[src/rtl/vga_timing_gen.sv]
// vga_timing_gen: 640x480@60 raster timing generator and DAC output stage.
//
// Divides the system clock down to the pixel rate, walks DrawX/DrawY across the full
// raster (visible area plus porches and sync) and registers the mapper's colour, blanked
// outside the visible area, together with HS/VS/BLANK so all of them reach the DAC aligned.
//
// Ports:
//   Clk, Reset_n            system clock, asynchronous active-low reset
//   Red_in/Green_in/Blue_in colour from the mapper for the current DrawX/DrawY
//   DrawX, DrawY            current raster coordinates (registered)
//   pixel_en                one-Clk pulse on the Clk edge where the raster advances
//   frame_start             one-Clk pulse after the raster wraps to (0,0)
//   VGA_CLK                 pixel clock to the DAC
//   VGA_HS, VGA_VS          active-low syncs
//   VGA_BLANK_N             low outside the visible area
//   VGA_SYNC_N              constant 0
//   VGA_R/G/B               registered, blank-gated colour
module vga_timing_gen #(
   parameter int unsigned H_VISIBLE = 640,
   parameter int unsigned H_FRONT   = 16,
   parameter int unsigned H_SYNC    = 96,
   parameter int unsigned H_BACK    = 48,
   parameter int unsigned V_VISIBLE = 480,
   parameter int unsigned V_FRONT   = 10,
   parameter int unsigned V_SYNC    = 2,
   parameter int unsigned V_BACK    = 33,
   parameter int unsigned CLK_DIV   = 2
) (
   input  logic       Clk,
   input  logic       Reset_n,
   input  logic [7:0] Red_in,
   input  logic [7:0] Green_in,
   input  logic [7:0] Blue_in,
   output logic [9:0] DrawX,
   output logic [9:0] DrawY,
   output logic       pixel_en,
   output logic       frame_start,
   output logic       VGA_CLK,
   output logic       VGA_HS,
   output logic       VGA_VS,
   output logic       VGA_BLANK_N,
   output logic       VGA_SYNC_N,
   output logic [7:0] VGA_R,
   output logic [7:0] VGA_G,
   output logic [7:0] VGA_B
);

   localparam int unsigned H_TOTAL = H_VISIBLE + H_FRONT + H_SYNC + H_BACK;
   localparam int unsigned V_TOTAL = V_VISIBLE + V_FRONT + V_SYNC + V_BACK;
   localparam int unsigned DIV_W   = $clog2(CLK_DIV);

   localparam logic [DIV_W-1:0] DIV_LAST = DIV_W'(CLK_DIV - 1);
   localparam logic [DIV_W-1:0] DIV_HALF = DIV_W'(CLK_DIV / 2);

   localparam logic [9:0] X_LAST   = 10'(H_TOTAL - 1);
   localparam logic [9:0] Y_LAST   = 10'(V_TOTAL - 1);
   localparam logic [9:0] X_VIS    = 10'(H_VISIBLE);
   localparam logic [9:0] Y_VIS    = 10'(V_VISIBLE);
   localparam logic [9:0] HS_START = 10'(H_VISIBLE + H_FRONT);
   localparam logic [9:0] HS_END   = 10'(H_VISIBLE + H_FRONT + H_SYNC);
   localparam logic [9:0] VS_START = 10'(V_VISIBLE + V_FRONT);
   localparam logic [9:0] VS_END   = 10'(V_VISIBLE + V_FRONT + V_SYNC);

   logic [DIV_W-1:0] div_q, div_d;
   logic [9:0]       x_q, x_d;
   logic [9:0]       y_q, y_d;
   logic             vclk_q, vclk_d;
   logic             hs_q, hs_d;
   logic             vs_q, vs_d;
   logic             blank_n_q, blank_n_d;
   logic             fs_q, fs_d;
   logic [7:0]       r_q, r_d;
   logic [7:0]       g_q, g_d;
   logic [7:0]       b_q, b_d;
   logic             vis;
   logic             line_end;

   always_comb begin
      pixel_en  = (div_q == DIV_LAST);
      div_d     = pixel_en ? '0 : div_q + 1'b1;
      // Registered from the pre-edge divider so VGA_CLK rises on the output-update edge.
      vclk_d    = (div_q >= DIV_HALF);
      vis       = (x_q < X_VIS) && (y_q < Y_VIS);
      line_end  = (x_q == X_LAST);

      x_d       = x_q;
      y_d       = y_q;
      hs_d      = hs_q;
      vs_d      = vs_q;
      blank_n_d = blank_n_q;
      r_d       = r_q;
      g_d       = g_q;
      b_d       = b_q;
      fs_d      = 1'b0;

      if (pixel_en) begin
         x_d = line_end ? '0 : x_q + 10'd1;
         if (line_end) begin
            y_d = (y_q == Y_LAST) ? '0 : y_q + 10'd1;
         end
         // Output stage uses the pre-edge coordinates: one pixel of latency, all aligned.
         r_d       = vis ? Red_in   : 8'h00;
         g_d       = vis ? Green_in : 8'h00;
         b_d       = vis ? Blue_in  : 8'h00;
         blank_n_d = vis;
         hs_d      = ~((x_q >= HS_START) && (x_q < HS_END));
         vs_d      = ~((y_q >= VS_START) && (y_q < VS_END));
         fs_d      = line_end && (y_q == Y_LAST);
      end
   end

   always_ff @(posedge Clk or negedge Reset_n) begin
      if (!Reset_n) begin
         div_q     <= '0;
         x_q       <= '0;
         y_q       <= '0;
         vclk_q    <= 1'b0;
         hs_q      <= 1'b1;
         vs_q      <= 1'b1;
         blank_n_q <= 1'b0;
         fs_q      <= 1'b0;
         r_q       <= '0;
         g_q       <= '0;
         b_q       <= '0;
      end else begin
         div_q     <= div_d;
         x_q       <= x_d;
         y_q       <= y_d;
         vclk_q    <= vclk_d;
         hs_q      <= hs_d;
         vs_q      <= vs_d;
         blank_n_q <= blank_n_d;
         fs_q      <= fs_d;
         r_q       <= r_d;
         g_q       <= g_d;
         b_q       <= b_d;
      end
   end

   assign DrawX       = x_q;
   assign DrawY       = y_q;
   assign frame_start = fs_q;
   assign VGA_CLK     = vclk_q;
   assign VGA_HS      = hs_q;
   assign VGA_VS      = vs_q;
   assign VGA_BLANK_N = blank_n_q;
   assign VGA_SYNC_N  = 1'b0;
   assign VGA_R       = r_q;
   assign VGA_G       = g_q;
   assign VGA_B       = b_q;

endmodule

[config.mk]
export PLATFORM = sky130hd
export DESIGN_NAME = vga_timing_gen
export DESIGN_NICKNAME = d
export VERILOG_FILES = /design/src/rtl/vga_timing_gen.sv
export SDC_FILE = /design/constraint.sdc
export NUM_CORES = 1
export LEC_CHECK = 0
export BUFFER_PORTS_ARGS = -buffer_cell sky130_fd_sc_hd__buf_2
export CORE_MARGIN = 2
export CORE_UTILIZATION = 44
export CTS_CLUSTER_DIAMETER = 30
export DETAILED_ROUTE_END_ITERATION = 12
export PLACE_DENSITY = 0.73
export SYNTH_ARGS = -nofsm -noshare
export SYNTH_HDL_FRONTEND = slang
export SYNTH_SLANG_ARGS = --single-unit
[constraint.sdc]
create_clock -name Clk -period 1.6 [get_ports Clk]
set_clock_uncertainty 0.1 [all_clocks]
set_input_delay 0.16 -clock Clk [delete_from_list [all_inputs] [get_ports Clk]]
set_output_delay 0.16 -clock Clk [all_outputs]
set_load 0.1 [all_outputs]
==> out/results.tsv, run 1 <==
stage	metric	value	unit
timing	period_needed	1.67	ns
worst_hold_path	hp-class	input pin to async pin	
pwr	power_density	739	nW/um2
cells_and_area	final_nets	340	
pwr	p_leak	1.65	nW
logic_synthesis	synth-async-reset-ratio	100	%
logic_synthesis	synth.avg_cell_area	12.1	um2
floorplanning	die-area	5330	um2
logic_synthesis	netlist_top_cells_count	48 x dfrtp_1, 24 x a22o_1, 11 x nor2_1, 8 x nand3_1, 8 x xnor2_1	
critical_path	crit_fanout	3	
timing	setup_ws	-0.0732	ns
timing	hold_viol_final	0	
placed_design	dp_slack	-0.0806	ns
critical_path	path_class	register to register	
timing	hold-worst-slack	0.232	ns
clocking	cts_tree	done	
pwr	ir_worst_vdd	0.473	mV
logic_synthesis	synthTopCellsByArea	dfrtp_1 57%, a22o_1 10%, xnor2_1 3.3%	
clocking	ctsRootBufferMaster	clkbuf_8	
critical_path	path_cells	and4bb_4 -> buf_12 -> nand3_4 -> or4_1 -> a21oi_1	
route	vias_per_cell	5.25	
route	drtIter0Drc	109	
logic_synthesis	netlist.area_leader.share	57.3	%
timing	final-setup-viol-count	2	
floorplanning	die_x	73.0	um
logic_synthesis	ys_seq_area_share	59.8	%
cells_and_area	syn2layout_area_growth	59.1	%
logic_synthesis	synth_most_common_cell	dfrtp_1	
critical_path	required	1.73	ns
cells_and_area	diodes	0	
pwr	p_sw	0.754	mW
critical_path	ff2ff_path_depth	5	
global_route	grt_max_degree	26	
pwr	pwr-share-clk	29.8	%
route	wl_per_cell	15.9	um
clocking	cts_sinks	50	
clocking	numCtsBuffers	5	
timing	setup_tns	-0.109	ns
route	num_vias	1916	
clocking	clock_latency	0.30	ns
global_route	grt_usage	22.5	%
logic_synthesis	yosysUniqueCellTypes	34	
clocking	clock_path_buffers	2	
clocking	clkTransAtPathRegs	0.10	ns
global_route	grt_overflow	0	
logic_synthesis	syn_nets	203	
placed_design	gp_congestion	0.767	
critical_path	worstSetupStartpointType	register	
route	ant_nets	0	
run_status	violations	negative setup slack	
placed_design	io_buffer_count	75	
route	drc_errors	0	
clocking	h-tree-depth	2	
logic_synthesis	synth_warnings	0	
logic_synthesis	syn_area	2100	um2
pwr	switching_share	30.6	%
floorplanning	ioPinCount	77	
logic_synthesis	syn_inst	173	
route	first_pass_iters	4	
timing	maxSlewViolCount	0	
logic_synthesis	ys_dominant_reg_cell	dfrtp_1	
critical_path	critPathMaxStageDelay	0.42	ns
placed_design	hpwlAfterDp	3.76	mm
logic_synthesis	synth-seq-cells	50	
floorplanning	core_area	4660	um2
logic_synthesis	synth_edf_count	0	
cells_and_area	final_layout_size_suffix_gt1_share	52.7	%
floorplanning	core.rowCount	25	
floorplanning	die_height	73.0	um
critical_path	cp_data_arrival_time	1.80	ns
timing	finalCritPeriodShare	105	%
route	routed_wl	5.82	mm
critical_path	end_kind	register	
pwr	power.internal	1.71	mW
global_route	antenna_found_initial	0	
global_route	grt_pass1_wl	9.10	mm
pwr	power_frac_comb	17.1	%
pwr	p_seq_share	53.1	%
timing	max_freq	598	MHz
global_route	grt_pass1_vias	1885	
run_status	status	complete, but fails checks	
pwr	power	2.46	mW
critical_path	slowest_stage	dfrtp_2	
floorplanning	initial_core_util	45.0	%
job	drv_cap	0	
logic_synthesis	synth_largest_area_cell	dfrtp_1	
timing	grt_setup_unrepaired	yes	
==> metrics by stage <==
stage | cell area (um2) | util (%) | cells
after floorplan | 2210 | - | 173
after global placement | 2870 | 61.6 | 326
after detailed placement | 2870 | 61.6 | 326
after CTS | 3250 | 69.8 | 361
after global routing | 3340 | 71.6 | 365
final | 3340 | 71.6 | 365
==> timing repair <==
item | 4_1_cts | 5_1_grt
setup endpoints to repair | 13 | 9
resized for setup | 9 | 9
hold buffers | 25 | 0
endpoints found under the hold margin | 38 | 0
pin swaps | 3 | 15
setup buffers | 2 | 4
==> path summary, 6_finish.rpt <==
kind,start,endpoint,slack (ns)
worst max-delay path,DrawX[6]$_DFFE_PN0P_,DrawY[9]$_DFFE_PN0P_,-0.07
worst min-delay path,Reset_n,VGA_R[1]$_DFFE_PN0P_,0.23
worst max register to register,DrawX[6]$_DFFE_PN0P_,DrawY[9]$_DFFE_PN0P_,-0.07
worst min register to register,VGA_BLANK_N$_DFFE_PN0P_,VGA_BLANK_N$_DFFE_PN0P_,0.40
max in group asynchronous,Reset_n,VGA_G[7]$_DFFE_PN0P_,0.58
min in group Clk,VGA_BLANK_N$_DFFE_PN0P_,VGA_BLANK_N$_DFFE_PN0P_,0.40
==> flip-flops by register name (all words and copies together) (netlist names) <==
signal	cells
DrawX	10
DrawY	10
VGA_B	8
VGA_G	8
VGA_R	8
VGA_BLANK_N	1
VGA_CLK	1
VGA_HS	1
VGA_VS	1
frame_start	1
pixel_en	1
==> per-layer routing <==
layer / global-route usage, % / wire length (um) / vias up
li1: - / - / 904
met1: 28.8 / 2530 / 950
met2: 39.4 / 2970 / 55
met3: 3.04 / 245 / 7
met4: 6.79 / 70 / 0
met5: 0 / 0 / -
==> power groups by stage <==
stage          Sequential [mW]  Combinational, mW  Clock, mW
4_1_cts                   1.31              0.418      0.752
5_1_grt                   1.31              0.438      0.802
6_report                  1.31              0.420      0.735
3_5_place_dp              1.33              0.370          0
2_1_floorplan             1.56             0.0382          0
3_3_place_gp              1.33              0.368          0
==> cell families (layout without fill, tap and decap cells) <==
| family | Yosys count | after routing | share of synthesized area [%] |
|---|---|---|---|
| AO/OA/AOI/OAI | 36 | 36 | 13.1 |
| XOR/XNOR | 13 | 13 | 5.43 |
| adder cells (fa/ha/maj) | 4 | 4 | 2.39 |
| buffers and inverters | 14 | 152 | 3.28 |
| flip-flops | 50 | 50 | 59.8 |
| multiplexers | 1 | 1 | 0.477 |
| other | 1 | 1 | 0.179 |
| AND/OR/NAND/NOR | 54 | 54 | 15.3 |
==> critical path: cells and delay by family, from the launching register on <==
family                 cells  cell delay (ns)
AND/OR/NAND/NOR            3             0.84
AO/OA/AOI/OAI              1             0.14
flip-flops                 1             0.42
buffers and inverters      1             0.11
==> final cells by class <==
type                    count  area, um2
fillers                   323       1320
well taps                  54       67.6
clock inverters             3       21.3
clock buffers               5       68.8
inverters                   5       23.8
multi-input cells         109        860
repair buffers            139        993
flip-flops and latches     50       1300
==> placed cells by master, fill, tap and decap left out, drive strengths merged, types with 5 or more instances in the layout <==
cell	n
xnor2	8
dlygate4sd3	25
nand3	9
xor2	5
o21ai	7
dfrtp	48
nand2	7
nand4	7
nor2	11
a22o	24
and3	5
buf	114
clkbuf	5
(Power assumes the default switching activity.)
==> run 2: changes to the inputs <==
--- a/config.mk
+++ b/config.mk
@@ -5,7 +5,7 @@
 export SDC_FILE = /design/constraint.sdc
 export NUM_CORES = 1
 export LEC_CHECK = 0
-export BUFFER_PORTS_ARGS = -buffer_cell sky130_fd_sc_hd__buf_2
+export BUFFER_PORTS_ARGS = -buffer_cell sky130_fd_sc_hd__buf_4
 export CORE_MARGIN = 2
 export CORE_UTILIZATION = 44
 export CTS_CLUSTER_DIAMETER = 30
==> out/results.tsv, run 2 (synthesis gave the netlist of run 1 again) <==
stage	metric	value	unit	change
critical_path	r2r-start	DrawX[1]$_DFFE_PN0P_		
critical_path	end_kind	register		
clocking	cts_sinks	50		unchanged
run_status	status	complete, but fails checks		
floorplanning	core_area	4660	um2	unchanged
clocking	clock_latency	0.31	ns	about the same
pwr	ir_worst_vdd	0.473	mV	about the same
timing	max_freq	620	MHz	+3.8%
floorplanning	die_x	73.0	um	unchanged
critical_path	required	1.74	ns	about the same
pwr	p_sw	0.763	mW	+1.1%
global_route	grt_overflow	0		unchanged
run_status	violations	negative setup slack		
route	vias_per_cell	5.23		-0.36%
cells_and_area	design_area	3470	um2	+4.0%
pwr	p_seq_share	49.3	%	-3.8 points
cells_and_area	final_util	74.5	%	+2.9 points
timing	hold_viol_final	0		unchanged
placed_design	placed_area	2990	um2	+4.4%
global_route	antenna_found_initial	0		unchanged
timing	period_needed	1.61	ns	-0.0610 ns
placed_design	dp_slack	-0.0759	ns	+0.00471 ns
critical_path	cp_data_arrival_time	1.76	ns	-0.04 ns
cells_and_area	diodes	0		unchanged
floorplanning	initial_core_util	45.0	%	unchanged
clocking	cts_tree	done		
timing	final-setup-viol-count	2		unchanged
floorplanning	core.rowCount	25		unchanged
cells_and_area	syn2layout_area_growth	65.5	%	
global_route	grt_max_degree	51		+96%
clocking	clkTransAtPathRegs	0.09	ns	about the same
timing	setup_ws	-0.0122	ns	+0.0610 ns
placed_design	hpwlAfterDp	3.59	mm	-4.6%
route	drc_errors	0		unchanged
route	drtIter0Drc	101		-7.3%
critical_path	path_class	register to register		
floorplanning	die_height	73.0	um	unchanged
worst_hold_path	hp-class	input pin to async pin		
floorplanning	ioPinCount	77		unchanged
route	wl_per_cell	16.9	um	+5.7%
clocking	ctsRootBufferMaster	clkbuf_8		
clocking	h-tree-depth	2		unchanged
placed_design	gp_congestion	0.769		+0.22%
cells_and_area	n_fill_cell	319		-1.2%
clocking	clock_path_buffers	2		unchanged
global_route	grt_pass1_vias	1784		-5.4%
pwr	power.internal	1.90	mW	+11%
cells_and_area	final_nets	335		-1.5%
timing	max_slew_margin	58.9	%	
critical_path	ff2ff_path_depth	5		unchanged
global_route	grt_pass1_wl	8.68	mm	-4.6%
route	num_vias	1883		-1.7%
pwr	power_frac_comb	17.0	%	about the same
critical_path	crit_fanout	5		+2
critical_path	worstSetupStartpointType	register		
cells_and_area	layout_commonest_cell	buf_4		
floorplanning	die-area	5330	um2	unchanged
route	first_pass_iters	4		unchanged
pwr	switching_share	28.7	%	-1.9 points
timing	grt_setup_unrepaired	yes		
timing	maxSlewViolCount	0		unchanged
pwr	p_leak	1.69	nW	+2.2%
global_route	grt_usage	21.3	%	-1.1 points
critical_path	r2r_setup_slack	-0.01	ns	+0.06 ns
pwr	pwr-share-clk	33.6	%	+3.8 points
route	routed_wl	6.07	mm	+4.3%
job	drv_cap	0		unchanged
route	ant_nets	0		unchanged
clocking	numCtsBuffers	5		unchanged
timing	worst_slew_pin_slew	0.617	ns	
pwr	power_density	766	nW/um2	+3.8%
cells_and_area	layout_common_cells	106 x buf_4, 27 x dfrtp_1, 25 x dlygate4sd3_1, 24 x a22o_1, 12 x dfrtp_2		
placed_design	io_buffer_count	75		unchanged
critical_path	rr_endpoint	DrawY[4]$_DFFE_PN0P_		
cells_and_area	final_layout_size_suffix_gt1_share	51.3	%	-1.4 points
timing	finalCritPeriodShare	101	%	-3.8 points
==> run 2: timing repair <==
| action | 4_1_cts | 5_1_grt |
|---|---|---|
| pin swaps | 3 | 11 |
| gates cloned | 0 | 2 |
| resized for setup | 6 | 8 |
| hold buffers | 25 | 0 |
| hold endpoints to repair | 72 | 0 |
| setup endpoints to repair | 9 | 13 |
| setup buffers | 0 | 2 |
==> run 2: power by group through the flow <==
stage / sequential [mW] / combinational (mW) / clock (mW)
final: 1.31 / 0.453 / 0.895
after global routing: 1.31 / 0.469 / 0.971
after CTS: 1.31 / 0.448 / 0.899
after detailed placement: 1.34 / 0.397 / 0
after global placement: 1.33 / 0.396 / 0
after floorplan: 1.56 / 0.0382 / 0
==> run 2: layout make-up <==
class | count | area [um2] | area share (%)
sequential | 50 | 1300 | 37.5
multi-input combinational | 109 | 847 | 24.4
clock inverter | 3 | 45.0 | 1.30
inverter | 5 | 23.8 | 0.685
clock buffer | 5 | 68.8 | 1.98
timing repair buffer | 134 | 1120 | 32.2
tap | 54 | 67.6 | 1.95
==> run 2: stage by stage <==
step / cells / TNS (ns) / hold slack [ns] / power (mW)
final: 360 / -0.0216 / 0.310 / 2.66
after global placement: 323 / -0.0776 / 0.118 / 1.73
after floorplan: 173 / -5.88 / -0.236 / 1.60
after detailed placement: 323 / -0.303 / 0.118 / 1.73
after global routing: 360 / -0.846 / 0.362 / 2.75
after CTS: 356 / -0.0113 / 0.340 / 2.66
==> run 2: worst max-delay path by stage <==
stage | slack [ns] | from | cells past startpoint | endpoint
after floorplan | -0.33 | DrawX[0]$_DFFE_PN0P_ | 6 | DrawY[4]$_DFFE_PN0P_
after global placement | -0.04 | DrawX[1]$_DFFE_PN0P_ | 5 | DrawY[4]$_DFFE_PN0P_
after detailed placement | -0.08 | DrawX[1]$_DFFE_PN0P_ | 5 | DrawY[4]$_DFFE_PN0P_
after CTS | -0.01 | DrawX[1]$_DFFE_PN0P_ | 5 | DrawY[4]$_DFFE_PN0P_
after global routing | -0.07 | DrawY[1]$_DFFE_PN0P_ | 6 | DrawY[9]$_DFFE_PN0P_
final | -0.01 | DrawX[1]$_DFFE_PN0P_ | 5 | DrawY[4]$_DFFE_PN0P_
==> run 2: metal layers <==
layer	track usage, %	part of all wire [%]	vias up
li1	-	-	891
met2	35.4	51	61
met5	0	0	-
met3	3.73	5.6	9
met4	5.76	1.2	0
met1	28.9	42	922
==> run 2: critical path, cell delays in order, from the launching register on <==
cell and delay (ns):
dfrtp_4 0.44, ha_4 0.13, and4_4 0.24, nand4_1 0.11
or4b_1 0.47, nand2_1 0.07
==> run 3: changes to the inputs <==
--- a/config.mk
+++ b/config.mk
@@ -7,10 +7,10 @@
 export LEC_CHECK = 0
 export BUFFER_PORTS_ARGS = -buffer_cell sky130_fd_sc_hd__buf_4
 export CORE_MARGIN = 2
-export CORE_UTILIZATION = 44
+export CORE_UTILIZATION = 49
 export CTS_CLUSTER_DIAMETER = 30
 export DETAILED_ROUTE_END_ITERATION = 12
-export PLACE_DENSITY = 0.73
+export PLACE_DENSITY = 0.77
 export SYNTH_ARGS = -nofsm -noshare
 export SYNTH_HDL_FRONTEND = slang
 export SYNTH_SLANG_ARGS = --single-unit
==> constraint.sdc (replaced) <==
create_clock -name Clk -period 1.49 [get_ports Clk]
set_clock_uncertainty 0.1 [all_clocks]
set_input_delay 0.149 -clock Clk [delete_from_list [all_inputs] [get_ports Clk]]
set_output_delay 0.149 -clock Clk [all_outputs]
set_load 0.1 [all_outputs]
==> out/results.tsv, run 3 (synthesis gave the netlist of run 1 again) <==
stage	metric	value	unit	change
critical_path	ff2ff_path_depth	4		-1
clocking	cts_tree	done		
global_route	grt_pass1_vias	2257		+27%
critical_path	rr_endpoint	DrawY[9]$_DFFE_PN0P_		
run_status	status	complete, but fails checks		
cells_and_area	stdcell_count	371		+3.1%
route	drc_errors	0		unchanged
global_route	grt_max_degree	34		-33%
cells_and_area	final_nets	350		+4.5%
pwr	ir_worst_vdd	0.777	mV	+64%
floorplanning	die_height	69.4	um	-4.9%
timing	finalCritPeriodShare	119	%	+18 points
placed_design	io_buffer_count	75		unchanged
critical_path	critPathMaxStageDelay	0.50	ns	+0.03 ns
timing	max_freq	566	MHz	-8.7%
route	routed_wl	9.43	mm	+55%
timing	hold_viol_final	0		unchanged
floorplanning	initial_core_util	51.7	%	+6.7 points
cells_and_area	syn2layout_area_growth	79.7	%	
critical_path	cp_data_arrival_time	1.91	ns	+0.15 ns
critical_path	worst-path-buf-inv	0		unchanged
global_route	grt_usage	33.7	%	+12 points
critical_path	path_class	register to register		
cells_and_area	final_layout_size_suffix_gt1_share	57.9	%	+6.6 points
floorplanning	die_x	69.4	um	-4.9%
clocking	cts_sinks	50		unchanged
pwr	power_density	750	nW/um2	-2.1%
placed_design	placed_area	3080	um2	+2.9%
timing	final-setup-viol-count	46		+44
critical_path	end_kind	register		
cells_and_area	design_area	3770	um2	+8.5%
critical_path	path_cells	and4bb_4 -> nand3_4 -> or4_1 -> a21oi_1		
route	num_vias	2284		+21%
clocking	h-tree-depth	2		unchanged
floorplanning	core_area	4060	um2	-13%
critical_path	crit_family	simple AND/OR/NAND/NOR gates		
floorplanning	die-area	4820	um2	-9.7%
placed_design	dp_cells	328		+1.5%
job	drv_cap	0		unchanged
floorplanning	core.rowCount	23		-8.0%
route	first_pass_iters	6		+2
route	vias_per_cell	6.16		+18%
run_status	violations	negative setup slack		
clocking	numCtsBuffers	5		unchanged
global_route	grt_overflow	0		unchanged
route	wl_per_cell	25.4	um	+51%
pwr	p_leak	1.82	nW	+8.1%
timing	setup_ws	-0.276	ns	-0.264 ns
cells_and_area	diodes	0		unchanged
clocking	clock_latency	0.33	ns	+0.02 ns
route	ant_nets	0		unchanged
cells_and_area	layout_commonest_cell	buf_4		
timing	period_needed	1.77	ns	+0.154 ns
clocking	clkTransAtPathRegs	0.12	ns	+0.03 ns
critical_path	crit_fanout	4		-1
critical_path	required	1.63	ns	-0.11 ns
worst_hold_path	hp-class	input pin to async pin		
critical_path	slowest_stage	dfrtp_4		
timing	maxSlewViolCount	0		unchanged
placed_design	hpwlAfterDp	4.08	mm	+13%
clocking	clock_path_buffers	2		unchanged
global_route	antenna_found_initial	0		unchanged
floorplanning	ioPinCount	77		unchanged
critical_path	worstSetupStartpointType	register		
global_route	grt_pass1_wl	12.3	mm	+42%
clocking	ctsRootBufferMaster	clkbuf_8		
critical_path	r2r-start	DrawX[7]$_DFFE_PN0P_		
route	drtIter0Drc	225		+120%
cells_and_area	layout_common_cells	106 x buf_4, 27 x dfrtp_1, 25 x dlygate4sd3_1, 24 x a22o_1, 12 x dfrtp_4		
critical_path	r2r_setup_slack	-0.28	ns	-0.26 ns
placed_design	gp_congestion	0.822		+6.9%
timing	grt_setup_unrepaired	yes		
==> run 3: repair_timing <==
| item | 4_1_cts | 5_1_grt |
|---|---|---|
| pin swaps | 10 | 15 |
| resized for setup | 27 | 30 |
| buffers inserted | 6 | 4 |
| setup endpoints to repair | 41 | 47 |
| hold buffers | 25 | 0 |
| gates cloned | 1 | 1 |
| hold endpoints to repair | 67 | 0 |
==> run 3: cell type report <==
class	instances	area (um2)
clock buffers	5	68.8
inverters	5	21.3
repair buffers	149	1340
well taps	50	62.6
fillers	132	290
multi-input cells	109	933
clock inverters	3	28.8
flip-flops and latches	50	1310
==> run 3: worst register-to-register path, stage by stage, from the launching register on <==
cell	delay, ns
dfrtp_4	0.50
and4bb_4	0.38
nand3_4	0.10
or4_1	0.44
a21oi_1	0.16
==> run 3: metrics by stage <==
| step | hold WS, ns | TNS [ns] | setup slack [ns] | util [%] | power, mW |
|---|---|---|---|---|---|
| detailed placement | 0.0218 | -2.59 | -0.206 | 75.9 | 1.87 |
| global placement | 0.0193 | -1.27 | -0.175 | 75.9 | 1.86 |
| floorplan | -0.247 | -10.48 | -0.437 | - | 1.72 |
| global route | 0.272 | -9.28 | -0.315 | 92.8 | 2.89 |
| CTS | 0.217 | -2.46 | -0.169 | 88.9 | 2.76 |
| finish | 0.227 | -7.73 | -0.276 | 92.8 | 2.83 |
==> run 3: how the worst max path moves through the flow <==
stage                                     from                    to  slack, ns  cells past startpoint
after floorplan           DrawX[0]$_DFFE_PN0P_  DrawY[4]$_DFFE_PN0P_      -0.44                      6
after global placement    DrawX[1]$_DFFE_PN0P_  DrawY[4]$_DFFE_PN0P_      -0.17                      5
after detailed placement  DrawX[1]$_DFFE_PN0P_  DrawY[4]$_DFFE_PN0P_      -0.21                      5
after CTS                 DrawX[6]$_DFFE_PN0P_  DrawY[4]$_DFFE_PN0P_      -0.17                      4
after global routing      DrawY[1]$_DFFE_PN0P_  DrawY[1]$_DFFE_PN0P_      -0.32                      7
final                     DrawX[7]$_DFFE_PN0P_  DrawY[9]$_DFFE_PN0P_      -0.28                      4
==> run 3: report_power, final <==
part           internal [mW]  leakage, nW  switching, mW  total (mW)
combinational          0.154         1.19          0.348       0.502
clock                  0.350       0.0502          0.557       0.907
sequential              1.39        0.584         0.0270        1.42
==> run 3: per-layer routing <==
| metal | track usage, % | wire length [um] |
|---|---|---|
| met1 | 37.6 | 3210 |
| met2 | 61.6 | 4880 |
| met3 | 6.25 | 727 |
| met4 | 15.5 | 605 |
| met5 | 0 | 0 |
